File: config.mk
export PLATFORM = sky130hd
export DESIGN_NAME = key_debounce_array
export DESIGN_NICKNAME = d
export VERILOG_FILES = /design/src/rtl/key_debounce_pkg.sv /design/src/rtl/key_debounce_ch.sv /design/src/rtl/key_debounce_array.sv
export SDC_FILE = /design/constraint.sdc
export NUM_CORES = 1
export LEC_CHECK = 0
export ABC_AREA = 1
export CAP_MARGIN = 20
export CORE_ASPECT_RATIO = 0.9
export CORE_MARGIN = 3
export CORE_UTILIZATION = 56
export DETAILED_ROUTE_END_ITERATION = 10
export PLACE_DENSITY = 0.76
export RECOVER_POWER = 100
export SLEW_MARGIN = 20
export SYNTH_ARGS = -nofsm -noshare
export SYNTH_HDL_FRONTEND = slang
export SYNTH_SLANG_ARGS = --single-unit
File: constraint.sdc
create_clock -name clk -period 1.5 [get_ports clk]
set_input_delay 0.3 -clock clk [delete_from_list [all_inputs] [get_ports clk]]
set_output_delay 0.3 -clock clk [all_outputs]
set_load 0.005 [all_outputs]
File: src/rtl/key_debounce_pkg.sv
// key_debounce_pkg: default parameters and counter sizing shared by the debounce array.
package key_debounce_pkg;
   localparam int DEF_N_CH          = 4;
   localparam int DEF_DB_CYCLES     = 10000000;
   localparam int DEF_HOLD_CYCLES   = 50000000;
   localparam int DEF_REPEAT_CYCLES = 10000000;

   function automatic int cnt_width(input int a, input int b, input int c);
      int m;
      m = (a > b) ? a : b;
      m = (m > c) ? m : c;
      return $clog2(m + 1);
   endfunction
endpackage

File: src/rtl/key_debounce_ch.sv
// key_debounce_ch: synchronizer, debouncer and optional auto-repeat for one channel.
// Auto-repeat is built only when KEY_DEBOUNCE_REPEAT_EN is defined.
module key_debounce_ch
   import key_debounce_pkg::*;
#(
   parameter int DB_CYCLES     = DEF_DB_CYCLES,
   parameter int HOLD_CYCLES   = DEF_HOLD_CYCLES,
   parameter int REPEAT_CYCLES = DEF_REPEAT_CYCLES,
   parameter int CW            = cnt_width(DB_CYCLES, HOLD_CYCLES, REPEAT_CYCLES)
) (
   input  logic clk,
   input  logic rstn,
   input  logic x_i,
   output logic level_o,
   output logic press_o,
   output logic release_o,
   output logic rpt_o
);
   logic [1:0]    sync_q;
   logic [CW-1:0] cnt_q, cnt_d;
   logic          level_q, level_d, press_q, press_d, rel_q, rel_d, flip, s;

   assign s = sync_q[1];

   // The count never passes DB_CYCLES-1: that is the cycle the level flips.
   always_comb begin
      flip    = (s != level_q) && (cnt_q == CW'(DB_CYCLES - 1));
      cnt_d   = ((s == level_q) || flip) ? '0 : cnt_q + 1'b1;
      level_d = level_q ^ flip;
      press_d = flip & ~level_q;
      rel_d   = flip & level_q;
   end

   always_ff @(posedge clk or negedge rstn) begin
      if (!rstn) begin
         sync_q  <= '0;
         cnt_q   <= '0;
         level_q <= 1'b0;
         press_q <= 1'b0;
         rel_q   <= 1'b0;
      end else begin
         sync_q  <= {sync_q[0], x_i};
         cnt_q   <= cnt_d;
         level_q <= level_d;
         press_q <= press_d;
         rel_q   <= rel_d;
      end
   end

   assign level_o   = level_q;
   assign press_o   = press_q;
   assign release_o = rel_q;

`ifdef KEY_DEBOUNCE_REPEAT_EN
   logic [CW-1:0] rcnt_q, rcnt_d;
   logic          first_q, first_d, rpt_q, rpt_d, hit;

   // first_q selects the shorter inter-repeat period once the initial hold has elapsed.
   always_comb begin
      hit     = level_q & ~flip &
                (rcnt_q == (first_q ? CW'(REPEAT_CYCLES - 1) : CW'(HOLD_CYCLES - 1)));
      rcnt_d  = (~level_q | flip | hit) ? '0 : rcnt_q + 1'b1;
      first_d = level_q & ~flip & (first_q | hit);
      rpt_d   = hit;
   end

   always_ff @(posedge clk or negedge rstn) begin
      if (!rstn) begin
         rcnt_q  <= '0;
         first_q <= 1'b0;
         rpt_q   <= 1'b0;
      end else begin
         rcnt_q  <= rcnt_d;
         first_q <= first_d;
         rpt_q   <= rpt_d;
      end
   end

   assign rpt_o = rpt_q;
`else
   assign rpt_o = 1'b0;
`endif
endmodule

File: src/rtl/key_debounce_array.sv
// key_debounce_array: N_CH independent debounced key channels with press/release/repeat pulses.
// Auto-repeat is enabled by defining KEY_DEBOUNCE_REPEAT_EN; otherwise rpt_o is tied low.
module key_debounce_array
   import key_debounce_pkg::*;
#(
   parameter int N_CH          = DEF_N_CH,
   parameter int DB_CYCLES     = DEF_DB_CYCLES,
   parameter int HOLD_CYCLES   = DEF_HOLD_CYCLES,
   parameter int REPEAT_CYCLES = DEF_REPEAT_CYCLES
) (
   input  logic            clk,
   input  logic            rstn,
   input  logic [N_CH-1:0] x_i,
   output logic [N_CH-1:0] level_o,
   output logic [N_CH-1:0] press_o,
   output logic [N_CH-1:0] release_o,
   output logic [N_CH-1:0] rpt_o
);
   localparam int CW = cnt_width(DB_CYCLES, HOLD_CYCLES, REPEAT_CYCLES);

   for (genvar i = 0; i < N_CH; i++) begin : g_ch
      key_debounce_ch #(
         .DB_CYCLES    (DB_CYCLES),
         .HOLD_CYCLES  (HOLD_CYCLES),
         .REPEAT_CYCLES(REPEAT_CYCLES),
         .CW           (CW)
      ) u_ch (
         .clk      (clk),
         .rstn     (rstn),
         .x_i      (x_i[i]),
         .level_o  (level_o[i]),
         .press_o  (press_o[i]),
         .release_o(release_o[i]),
         .rpt_o    (rpt_o[i])
      );
   end
endmodule

==> flow_metrics.py <==
metrics = {
    "outcome": {
        "run_status": "finished, violations left",
        "violations": "setup timing",
    },
    "setup_path": {
        "cp_slowest_stage_delay_ns": 0.38,
        "path_cells": "inv_1, nor2_1, nand3_2, nor2_4, nand2_4, nand2_1, nand2_1",
        "arrival_ns": 1.81,
        "start_kind": "flop",
        "cp_common_cell": "nand2_1",
        "crit_fanout": 5,
        "critPathSlowestCell": "dfrtp_1",
        "r2r_slack_ns": -0.02,
        "rr_worst_depth": 7,
        "critPathCaptureType": "flop",
        "path_class": "reg -> reg",
        "r2r_start": "g_ch[2].u_ch.cnt_q[15]$_DFF_PN0_",
        "required_ns": 1.79,
    },
    "synth": {
        "syn_area_sq_um": 7310,
        "synth_cell_types": 27,
        "avgSynthCellArea_sq_um": 7.17,
        "synth-seq-cells": 124,
        "ys_seq_area_share_pct": 42.5,
        "synthCells": 1019,
        "ys_warn_count": 0,
    },
    "timing": {
        "rsz0062_at_grt": "true",
        "slew_violations": 0,
        "fmax_mhz": 658,
        "fin_skew_ns": 0.00645,
        "fin_crit_sh_pct": 101,
        "finalSetupViolations": 2,
        "slew_headroom_pct": 44.1,
        "worstMarginPinSlew_ns": 0.838,
        "setup_ws_ns": -0.0200,
        "hold_viol_final": 0,
        "fin_crit_ns": 1.52,
    },
    "hold_path": {
        "min_to": "g_ch[3].u_ch.sync_q[1]$_DFF_PN0_",
        "min_path_type": "reg -> reg",
        "min_path_cells": 0,
        "min_from": "g_ch[3].u_ch.sync_q[0]$_DFF_PN0_",
    },
    "routing": {
        "post-route-drc-count": 0,
        "detail-route-antenna-nets": 0,
        "drtIter0Drc": 591,
        "firstDrtPassIters": 5,
        "avgRoutedWirePerCell_um": 13.7,
        "drt-total-wl_um": 17500,
        "viasPerCell": 5.08,
        "vias": 6468,
    },
    "layout": {
        "multi_input_area_sq_um": 4000,
        "n_fill_cell": 926,
        "final_common_cell": "nand2_1",
        "regArea_sq_um": 3110,
        "layout_common_cells": "284 x nand2_1, 219 x nor2_1, 121 x dfrtp_1, 103 x inv_1",
        "area_delta_synth_final_pct": 24.9,
        "antenna_cells": 0,
        "final_util_pct": 73.6,
        "fin_nets": 1114,
        "drive_gt1_share_pct": 20.1,
    },
    "clocking": {
        "cts_buffer_depth": 2,
        "cts_root_buf": "clkbuf_16",
        "path_clk_slew_ns": 0.06,
        "cts_tree": "yes",
        "cts_made_buffers": 17,
        "clock-sinks": 124,
        "clk_latency_ns": 0.41,
        "htree_levels": 4,
    },
    "grt": {
        "grtUsageTotal_pct": 23.4,
        "antenna_found_initial": 0,
        "grt_pass1_vias": 6063,
        "grt_pass1_wl_um": 27700,
        "overflow": 0,
        "grt_max_degree": 91,
    },
    "die": {
        "fp-row-count": 38,
        "die_h_um": 114,
        "dieWidth_um": 126,
        "core_area_sq_um": 12400,
        "dieArea_sq_um": 14500,
        "start_util_pct": 58.9,
        "ios": 22,
    },
    "pwr": {
        "powerDensity_nw_per_um2": 945,
        "finalPower_uw": 8620,
        "leakage_uw": 0.00390,
        "ir_worst_vdd_v": 0.000852,
    },
    "placement": {
        "place_ws_ns": -0.0579,
        "gp_congestion": 0.914,
        "io_buffers": 17,
        "dpl.hpwl_um": 11200,
    },
    "run": {
        "drv_cap": 0,
    },
}
-- cell usage after synthesis --
cell type  number  area share (%)
a21oi_1         4            0.27
and2_1          4            0.34
buf_4          16             1.6
buf_6           7             1.1
buf_8           1            0.21
conb_1          1           0.051
dfrtp_1       124              42
ha_1            8             1.4
inv_1         107             5.5
inv_2           1           0.051
nand2_1       296              15
nand2_2        15             1.3
nand2_4         3            0.46
nand3_1        57             3.9
nand3_2         3            0.41
nand3b_1        2            0.21
nand4_1         7            0.60
nor2_1        251              13
nor2_2         29             2.5
nor2_4          8             1.2
nor3_1          7            0.48
nor3_2          1            0.14
o21ai_0         3            0.21
o21bai_1        3            0.31
or2_2           3            0.26
xnor2_1        18             2.2
xor2_1         40             4.8
-- registers in the layout, indices dropped and copies added, names as in the netlist, named ones only --
| register | cells |
|---|---|
| g_ch.u_ch.cnt_q | 104 |
| g_ch.u_ch.sync_q | 8 |
| g_ch.u_ch.release_o | 4 |
| g_ch.u_ch.press_o | 4 |
-- worst max-delay path, delay by kind of cell, from the launching register on --
| kind | cells | cell delay, ns |
|---|---|---|
| flip-flops | 1 | 0.38 |
| AND/OR/NAND/NOR | 6 | 0.94 |
| buffers and inverters | 1 | 0.07 |
-- power by group --
part | internal [uW] | switching (uW) | total, uW
Sequential | 3390 | 37.4 | 3420
Clock | 3390 | 1480 | 4870
Combinational | 122 | 211 | 333
Total | 6890 | 1730 | 8620
-- per-stage QoR --
| step | cells | setup TNS, ns | hold WS [ns] | cell area [sq um] |
|---|---|---|---|---|
| 2_1_floorplan | 1022 | 0 | 0.00441 | 7320 |
| 3_3_place_gp | 1218 | -0.0155 | 0.334 | 7860 |
| 3_5_place_dp | 1218 | -1.08 | 0.336 | 7860 |
| 4_1_cts | 1255 | 0 | 0.319 | 8630 |
| 5_1_grt | 1273 | -5.03 | 0.352 | 9130 |
| 6_report | 1273 | -0.0388 | 0.347 | 9130 |
-- layer usage --
layer	routed length, um	vias to the layer above	global-route usage (%)
met5	0	-	0
met2	8370	189	38.8
met3	905	39	3.96
li1	-	3240	-
met1	7850	3000	31.6
met4	342	0	7.36
-- logic make-up after synthesis --
group / count (synthesis) / share of synthesized area (%)
adders and majority gates: 8 / 1.37
DFF: 124 / 42.5
xor gates and xnor gates: 58 / 6.95
other: 1 / 0.0513
AOI/OAI and AO/OA: 10 / 0.788
buffers and inverters: 132 / 8.48
and+or+nand+nor: 686 / 39.9
-- layout make-up --
class | instances | share of cell area (%)
clock inverters | 9 | 2.23
inverters | 108 | 4.44
repair buffers | 79 | 7.75
clock buffers | 23 | 5.57
well taps | 160 | 2.19
multi-input cells | 770 | 43.8
flip-flops and latches | 124 | 34.0
-- repair_timing --
| item | 4_1_cts | 5_1_grt |
|---|---|---|
| endpoints found under the setup margin | 60 | 104 |
| cloned | 1 | 6 |
| pin swaps | 1 | 34 |
| hold endpoints to repair | 124 | 0 |
| hold buffers | 1 | 0 |
| gates resized for setup | 17 | 97 |
| buffers inserted | 3 | 12 |
-- how the worst max path moves through the flow --
stage	from	end	slack (ns)
after detailed placement	g_ch[2].u_ch.cnt_q[0]$_DFF_PN0_	g_ch[2].u_ch.cnt_q[18]$_DFF_PN0_	-0.06
after global routing	g_ch[3].u_ch.cnt_q[3]$_DFF_PN0_	g_ch[3].u_ch.cnt_q[19]$_DFF_PN0_	-0.13
after global placement	g_ch[2].u_ch.cnt_q[0]$_DFF_PN0_	g_ch[2].u_ch.cnt_q[15]$_DFF_PN0_	-0.006
final	g_ch[2].u_ch.cnt_q[15]$_DFF_PN0_	flop	-0.02
after floorplan	g_ch[2].u_ch.cnt_q[0]$_DFF_PN0_	g_ch[2].u_ch.cnt_q[0]$_DFF_PN0_	0.06
after CTS	g_ch[2].u_ch.cnt_q[0]$_DFF_PN0_	g_ch[2].u_ch.cnt_q[25]$_DFF_PN0_	0.009
No activity file was read; power rests on OpenSTA's default activity.
